--- src/rtl/uart_rx_ctrl_if.sv ---
// Bundle between the UART RX controller, its line/config source and the
// data_sampling / system-side consumers.
interface uart_rx_ctrl_if #(
    parameter int DATA_W = 8
);
    logic              rx_in;
    logic [5:0]        prescale;
    logic              par_en;
    logic              par_typ;
    logic              sampled_bit;
    logic              data_sample_en;
    logic [5:0]        edge_cnt;
    logic [5:0]        cfg_prescale;
    logic [DATA_W-1:0] p_data;
    logic              data_valid;
    logic              par_err;
    logic              stp_err;

    modport master (
        output rx_in, prescale, par_en, par_typ, sampled_bit,
        input  data_sample_en, edge_cnt, cfg_prescale, p_data, data_valid, par_err, stp_err
    );

    modport slave (
        input  rx_in, prescale, par_en, par_typ, sampled_bit,
        output data_sample_en, edge_cnt, cfg_prescale, p_data, data_valid, par_err, stp_err
    );
endinterface

--- src/rtl/uart_rx_ctrl.sv ---
// UART receive controller: start detect, oversampling edge count, LSB-first
// deserialization, parity/stop checking and one-cycle data_valid strobe.
module uart_rx_ctrl #(
    parameter int DATA_W = 8
) (
    input  logic          clk,
    input  logic          rst,
    uart_rx_ctrl_if.slave bus
);
    localparam int CNT_W = $clog2(DATA_W);

    typedef enum logic [2:0] {IDLE, START, DATA, PARITY, STOP} state_e;

    state_e            state_q;
    logic [5:0]        edge_cnt_q, edge_cnt_d;
    logic [5:0]        cfg_prescale_q;
    logic              sample_en_q;
    logic              par_en_q, par_typ_q;
    logic              par_pend_q, par_err_q, stp_err_q;
    logic              data_valid_q;
    logic [DATA_W-1:0] shift_q, p_data_q;
    logic [CNT_W-1:0]  bit_cnt_q;
    logic              at_chk, at_wrap;

    // at_chk is the cycle where data_sampling's vote for the current bit is valid
    always_comb begin
        at_wrap    = (edge_cnt_q == cfg_prescale_q - 6'd1);
        at_chk     = (edge_cnt_q == (cfg_prescale_q >> 1) + 6'd2);
        edge_cnt_d = at_wrap ? 6'd0 : edge_cnt_q + 6'd1;
    end

    always_ff @(posedge clk) begin
        if (!rst) begin
            state_q        <= IDLE;
            edge_cnt_q     <= '0;
            cfg_prescale_q <= '0;
            sample_en_q    <= 1'b0;
            par_en_q       <= 1'b0;
            par_typ_q      <= 1'b0;
            par_pend_q     <= 1'b0;
            par_err_q      <= 1'b0;
            stp_err_q      <= 1'b0;
            data_valid_q   <= 1'b0;
            shift_q        <= '0;
            p_data_q       <= '0;
            bit_cnt_q      <= '0;
        end else begin
            data_valid_q <= 1'b0;
            case (state_q)
                IDLE: begin
                    if (!bus.rx_in) begin
                        state_q        <= START;
                        sample_en_q    <= 1'b1;
                        edge_cnt_q     <= '0;
                        cfg_prescale_q <= bus.prescale;
                        par_en_q       <= bus.par_en;
                        par_typ_q      <= bus.par_typ;
                        par_pend_q     <= 1'b0;
                        par_err_q      <= 1'b0;
                        stp_err_q      <= 1'b0;
                    end
                end
                START: begin
                    edge_cnt_q <= edge_cnt_d;
                    if (at_chk && bus.sampled_bit) begin
                        state_q     <= IDLE;
                        sample_en_q <= 1'b0;
                        edge_cnt_q  <= '0;
                    end else if (at_wrap) begin
                        state_q   <= DATA;
                        bit_cnt_q <= '0;
                    end
                end
                DATA: begin
                    edge_cnt_q <= edge_cnt_d;
                    if (at_chk)
                        shift_q <= {bus.sampled_bit, shift_q[DATA_W-1:1]};
                    if (at_wrap) begin
                        bit_cnt_q <= bit_cnt_q + CNT_W'(1);
                        if (bit_cnt_q == CNT_W'(DATA_W - 1))
                            state_q <= par_en_q ? PARITY : STOP;
                    end
                end
                PARITY: begin
                    edge_cnt_q <= edge_cnt_d;
                    if (at_chk)
                        par_pend_q <= (bus.sampled_bit != ((^shift_q) ^ par_typ_q));
                    if (at_wrap)
                        state_q <= STOP;
                end
                STOP: begin
                    edge_cnt_q <= edge_cnt_d;
                    // Leave at mid stop bit so a following start bit is not missed
                    if (at_chk) begin
                        state_q     <= IDLE;
                        sample_en_q <= 1'b0;
                        edge_cnt_q  <= '0;
                        stp_err_q   <= ~bus.sampled_bit;
                        par_err_q   <= par_pend_q;
                        if (bus.sampled_bit && !par_pend_q) begin
                            p_data_q     <= shift_q;
                            data_valid_q <= 1'b1;
                        end
                    end
                end
                default: state_q <= IDLE;
            endcase
        end
    end

    assign bus.data_sample_en = sample_en_q;
    assign bus.edge_cnt       = edge_cnt_q;
    assign bus.cfg_prescale   = cfg_prescale_q;
    assign bus.p_data         = p_data_q;
    assign bus.data_valid     = data_valid_q;
    assign bus.par_err        = par_err_q;
    assign bus.stp_err        = stp_err_q;
endmodule
--- src/flat_wrapper.sv ---
// flat-port wrapper written by rule: the top's interface ports become plain ports
module uart_rx_ctrl_flat 
#(
    parameter int DATA_W = 8
)
  (clk, rst, bus_rx_in, bus_prescale, bus_par_en, bus_par_typ, bus_sampled_bit, bus_data_sample_en, bus_edge_cnt, bus_cfg_prescale, bus_p_data, bus_data_valid, bus_par_err, bus_stp_err);
  uart_rx_ctrl_if #(.DATA_W(DATA_W)) bus_i ();
  input  logic clk;
  input  logic rst;
  input wire logic [$bits(bus_i.rx_in)-1:0] bus_rx_in;
  input wire logic [$bits(bus_i.prescale)-1:0] bus_prescale;
  input wire logic [$bits(bus_i.par_en)-1:0] bus_par_en;
  input wire logic [$bits(bus_i.par_typ)-1:0] bus_par_typ;
  input wire logic [$bits(bus_i.sampled_bit)-1:0] bus_sampled_bit;
  output wire logic [$bits(bus_i.data_sample_en)-1:0] bus_data_sample_en;
  output wire logic [$bits(bus_i.edge_cnt)-1:0] bus_edge_cnt;
  output wire logic [$bits(bus_i.cfg_prescale)-1:0] bus_cfg_prescale;
  output wire logic [$bits(bus_i.p_data)-1:0] bus_p_data;
  output wire logic [$bits(bus_i.data_valid)-1:0] bus_data_valid;
  output wire logic [$bits(bus_i.par_err)-1:0] bus_par_err;
  output wire logic [$bits(bus_i.stp_err)-1:0] bus_stp_err;
  assign bus_i.rx_in = bus_rx_in;
  assign bus_i.prescale = bus_prescale;
  assign bus_i.par_en = bus_par_en;
  assign bus_i.par_typ = bus_par_typ;
  assign bus_i.sampled_bit = bus_sampled_bit;
  assign bus_data_sample_en = bus_i.data_sample_en;
  assign bus_edge_cnt = bus_i.edge_cnt;
  assign bus_cfg_prescale = bus_i.cfg_prescale;
  assign bus_p_data = bus_i.p_data;
  assign bus_data_valid = bus_i.data_valid;
  assign bus_par_err = bus_i.par_err;
  assign bus_stp_err = bus_i.stp_err;
  uart_rx_ctrl #(.DATA_W(DATA_W)) u_core (.clk(clk), .rst(rst), .bus(bus_i));
endmodule
--- config.mk ---
export PLATFORM = sky130hd
export DESIGN_NAME = uart_rx_ctrl_flat
export DESIGN_NICKNAME = d
export VERILOG_FILES = /design/src/rtl/uart_rx_ctrl_if.sv /design/src/rtl/uart_rx_ctrl.sv /design/src/flat_wrapper.sv
export SDC_FILE = /design/constraint.sdc
export NUM_CORES = 1
export LEC_CHECK = 0
export CAP_MARGIN = 20
export CORE_MARGIN = 5
export CORE_UTILIZATION = 53
export CTS_CLUSTER_DIAMETER = 80
export DETAILED_ROUTE_END_ITERATION = 10
export PLACE_DENSITY = 0.84
export RECOVER_POWER = 100
export SLEW_MARGIN = 20
export SYNTH_ARGS = -nofsm -noshare
export SYNTH_HDL_FRONTEND = slang
export SYNTH_SLANG_ARGS = --single-unit
--- constraint.sdc ---
create_clock -name clk -period 2.9 [get_ports clk]
set_clock_uncertainty 0.05 [all_clocks]
set_input_delay 0.725 -clock clk [delete_from_list [all_inputs] [get_ports clk]]
set_output_delay 0.725 -clock clk [all_outputs]
set_load 0.005 [all_outputs]
==> metrics list <==
* GPL Wtd Cong: 0.846
* Critical Path Source: u_core.bus.cfg_prescale[2]
* Number of synthesized flops with an enable pin: 0
- The number of pins exceeding their max-slew limit in the final report was 0.
* Average wire length per cell after detail routing: 14.4 um
- I/O pin count: 36
- TritonCTS built the clock tree.
* Cells along the critical path: ha_1 -> o21ba_1 -> a221o_1 -> a211oi_4 -> nand3_2 -> mux2i_1 -> nor2b_1
* Slew margin rel.: 64.6%
- Data on the critical path arrives at its endpoint at 2.76 ns.
* Top layer reached by signal wires: met4
* Seq/Total Area, Yosys: 36.0%
- Placed wire-length estimate after detailed placement: 3600 um
- Among all stages on the critical path, the largest delay is contributed by sky130_fd_sc_hd__a211oi_4.
* Die Wd: 75.6 um
- Final Instance Area: 2750 um2
- Clock-pin slew was measured on the worst setup and hold paths at 0.08 ns.
* Reg2reg start: u_core.bus.cfg_prescale[2]
- The cell area that synthesis handed to floorplanning was 2280 um2.
- In this run, synthesis produced a sequential element count of 41.
- Total met3 wirelength after detailed routing: 240 um
- N_diodes: 0
- The number of buffers and inverters on the critical path is 0.
* Async set-or-reset flop fraction in the synthesized netlist: 0%
- Final global-route overflow total: 0
- Summed over all cells, the static leakage comes to 1.19 nW.
- Kind of cell adding the most delay to the critical path: compound AO/OA/AOI/OAI gates
- Net total in the final layout: 307
- STA puts the critical path data required time at 3.03 ns.
- The detailed router finished its first iteration with 123 violations.
- Counting distinct cell types in the post-synthesis netlist gives 44.
* Commonest non-fill, non-tap cells in the layout: sky130_fd_sc_hd__dfxtp_1 (41), sky130_fd_sc_hd__nand2_1 (32), sky130_fd_sc_hd__dlygate4sd3_1 (25)
- In the final layout, the share of cells above drive strength 1 is 6.57%.
- Residual DRC: 0
* Mean area per synthesized cell: 8.90 um2
* Number of antenna-violating nets in the routed design: 0
- Hold violation total from the final report: 0
- Once the clock tree was built, the setup fixing pass inserted 0 buffers.
* Number of clock sinks: 41
- Most common cell after layout, fill and taps aside: sky130_fd_sc_hd__dfxtp_1
- VDD sags by at most 383 uV.
- Derived from the worst setup path, the maximum achievable clock frequency is 382 MHz.
- Routed wl met2: 2400 um
- Dominant register cell in the synthesized netlist: sky130_fd_sc_hd__dfxtp_1
* Number of I/O port buffers: 35
- The critical path in this run is classified as reg -> reg.
- At the pin with the least slew margin, the transition time is 0.517 ns.
- For this design the ratio of total power to cell area is 518 nW/um2.
- On the final layout, the worst hold slack is 0.421 ns.
- Critical path depth in cells: 7
* Die Footprint: 5710 um2
* Util after Layout: 67.3%
- Summing all placed instances gives a cell area of 2660 um2.
- Capture point of the worst path: u_core.bus.p_data[1]
* Area growth syn-to-layout: 20.7%
- Sum of negative setup slack: 0 ns
* Pin count of the biggest net entering global routing: 24
- The initial utilization of the core area, before any placement, comes to 55.8%.
* Clock latency at the later pin of the worst-skew pair: 0.30 ns
* Critical Path Fanout Max: 9
* H-tree depth reported by CTS: 2
- Max_cap viols: 0
* Global-route total usage across every layer: 19.5%
- In this run, placement finished with an instance count of 331.
* Via count: 1870
- In this run the core area contains 23 standard-cell rows.
- Worst setup SP type: register
- Met1 routed wirelength after detailed routing: 2180 um
* Die Ht: 75.6 um
* Finished Layout Cells: 339
- Final Routed Wirelength: 4890 um
* Wire length of the first global-routing pass: 8420 um
- Synthesis warning total: 0
- Synthesis produced a netlist whose cell count is 256.
- The flow ran to the end, and the final reports show no timing, DRC or antenna violations.
- Unrepaired setup endpoints after global routing: no
- Class of the tightest hold or removal check: reg -> reg
* Routed via count divided by cell count: 5.52
- Longest individual stage delay on the worst path: 0.48 ns
- After layout, the worst path uses 90.4% of the clock period.
* Antenna violations before repair: 0
* Number of cells traversed by the worst register-to-register path: 7
- After clock tree synthesis, the repair step resized 0 gates.
- In this run the clock root is driven by a sky130_fd_sc_hd__clkbuf_8.
- The setup check on the worst reg-to-reg path leaves a slack of 0.28 ns.
- Inserted Clock Buffers: 5
- After floorplanning, the core was sized to cover 4090 um2.
- Maximum root-to-sink buffer count: 2
- For the finished layout, the period the worst path requires is 2.62 ns.
- The first TritonRoute pass finished after 4 iterations.
- The via count of the first global-routing pass was 1851.
- Kind of capture point of the worst setup path: register
* Worst reg2reg endpoint: u_core.bus.p_data[1]
* # hold bufs at CTS: 0
- Endpoints failing setup: 0
- When the netlist entered floorplanning its net count stood at 275.
area by class of cell:
class                      count  area [um2]
timing repair buffer          40         388
multi-input combinational    191        1330
inverter                       9        33.8
fill                         351        1340
clock buffer                   6        72.6
tap                           50        62.6
sequential                    41         821
clock inverter                 2        38.8
cell families (layout without fill, tap and decap cells):
group | count (synthesis) | after routing | share of synthesized area [%]
simple gates | 102 | 102 | 24.3
buf+inv | 24 | 57 | 4.61
mux | 17 | 17 | 7.47
compound gates | 36 | 36 | 12.6
fa+ha+maj | 7 | 7 | 3.84
flops | 41 | 41 | 36.0
xor+xnor | 29 | 29 | 11.1
state kept, by name, summed over array words and instances (netlist names):
signal                     count
u_core.par_pend_q              1
u_core.bit_cnt_q               3
u_core.par_typ_q               1
u_core.bus.p_data              8
u_core.par_en_q                1
u_core.bus.par_err             1
u_core.shift_q                 8
u_core.bus.stp_err             1
u_core.bus.edge_cnt            6
u_core.bus.cfg_prescale        6
u_core.bus.data_sample_en      1
u_core.state_q                 3
u_core.bus.data_valid          1
how the worst min path moves through the flow:
stage                              from             endpoint  cells after the start
finish              u_core.bit_cnt_q[1]  u_core.bit_cnt_q[1]                      2
global route        u_core.bit_cnt_q[0]  u_core.bit_cnt_q[0]                      2
CTS                 u_core.bit_cnt_q[2]  u_core.bit_cnt_q[2]                      2
detailed placement  u_core.bit_cnt_q[1]  u_core.bit_cnt_q[1]                      2
global placement    u_core.bit_cnt_q[1]  u_core.bit_cnt_q[1]                      2
floorplan           u_core.bit_cnt_q[1]  u_core.bit_cnt_q[1]                      2
Yosys cell counts, types with 2 or more instances:
| cell type | count | area [um2] |
|---|---|---|
| sky130_fd_sc_hd__nand3_1 | 6 | 30.0 |
| sky130_fd_sc_hd__and3_1 | 5 | 31.3 |
| sky130_fd_sc_hd__clkbuf_1 | 13 | 48.8 |
| sky130_fd_sc_hd__o21a_1 | 3 | 22.5 |
| sky130_fd_sc_hd__o2bb2ai_1 | 2 | 17.5 |
| sky130_fd_sc_hd__o22ai_1 | 2 | 12.5 |
| sky130_fd_sc_hd__xor2_1 | 7 | 61.3 |
| sky130_fd_sc_hd__xnor2_1 | 22 | 193 |
| sky130_fd_sc_hd__o21ai_0 | 3 | 15.0 |
| sky130_fd_sc_hd__a21boi_0 | 9 | 67.6 |
| sky130_fd_sc_hd__or2_2 | 3 | 18.8 |
| sky130_fd_sc_hd__nand2_1 | 32 | 120 |
| sky130_fd_sc_hd__a2111oi_0 | 3 | 26.3 |
| sky130_fd_sc_hd__nor2_1 | 12 | 45.0 |
| sky130_fd_sc_hd__nor3_1 | 2 | 10.0 |
| sky130_fd_sc_hd__nand2b_1 | 6 | 37.5 |
| sky130_fd_sc_hd__mux2i_1 | 17 | 170 |
| sky130_fd_sc_hd__nand3_4 | 2 | 35.0 |
| sky130_fd_sc_hd__nor2b_1 | 19 | 119 |
| sky130_fd_sc_hd__a21oi_1 | 4 | 20.0 |
| sky130_fd_sc_hd__nand4_1 | 6 | 37.5 |
| sky130_fd_sc_hd__buf_6 | 2 | 22.5 |
| sky130_fd_sc_hd__ha_1 | 7 | 87.6 |
| sky130_fd_sc_hd__inv_1 | 9 | 33.8 |
| sky130_fd_sc_hd__dfxtp_1 | 41 | 821 |
metrics by stage:
step                      setup WS, ns  power, mW
after floorplan                  0.558      0.884
after global placement           0.470      0.979
after detailed placement         0.335      0.989
after CTS                        0.318       1.45
after global routing            0.0716       1.51
final                            0.279       1.42
per-layer routing:
layer  global-route usage, %  up-vias
li1                        -      939
met1                    23.8      889
met2                    31.9       32
met3                    6.20       10
met4                    7.96        0
met5                       0        -
tightest hold or removal path: cells and delay by family, from the launching register on:
family / cells / cell delay, ns
DFF: 1 / 0.32
AOI/OAI and AO/OA: 1 / 0.05
and+or+nand+nor: 1 / 0.06
power by group:
group / switching, mW / internal, mW / leakage, nW
registers: 0.0534 / 0.589 / 0.332
logic: 0.165 / 0.161 / 0.805
clock network: 0.197 / 0.258 / 0.0554
total: 0.415 / 1.01 / 1.19
Power figures use the tool's default switching activity.
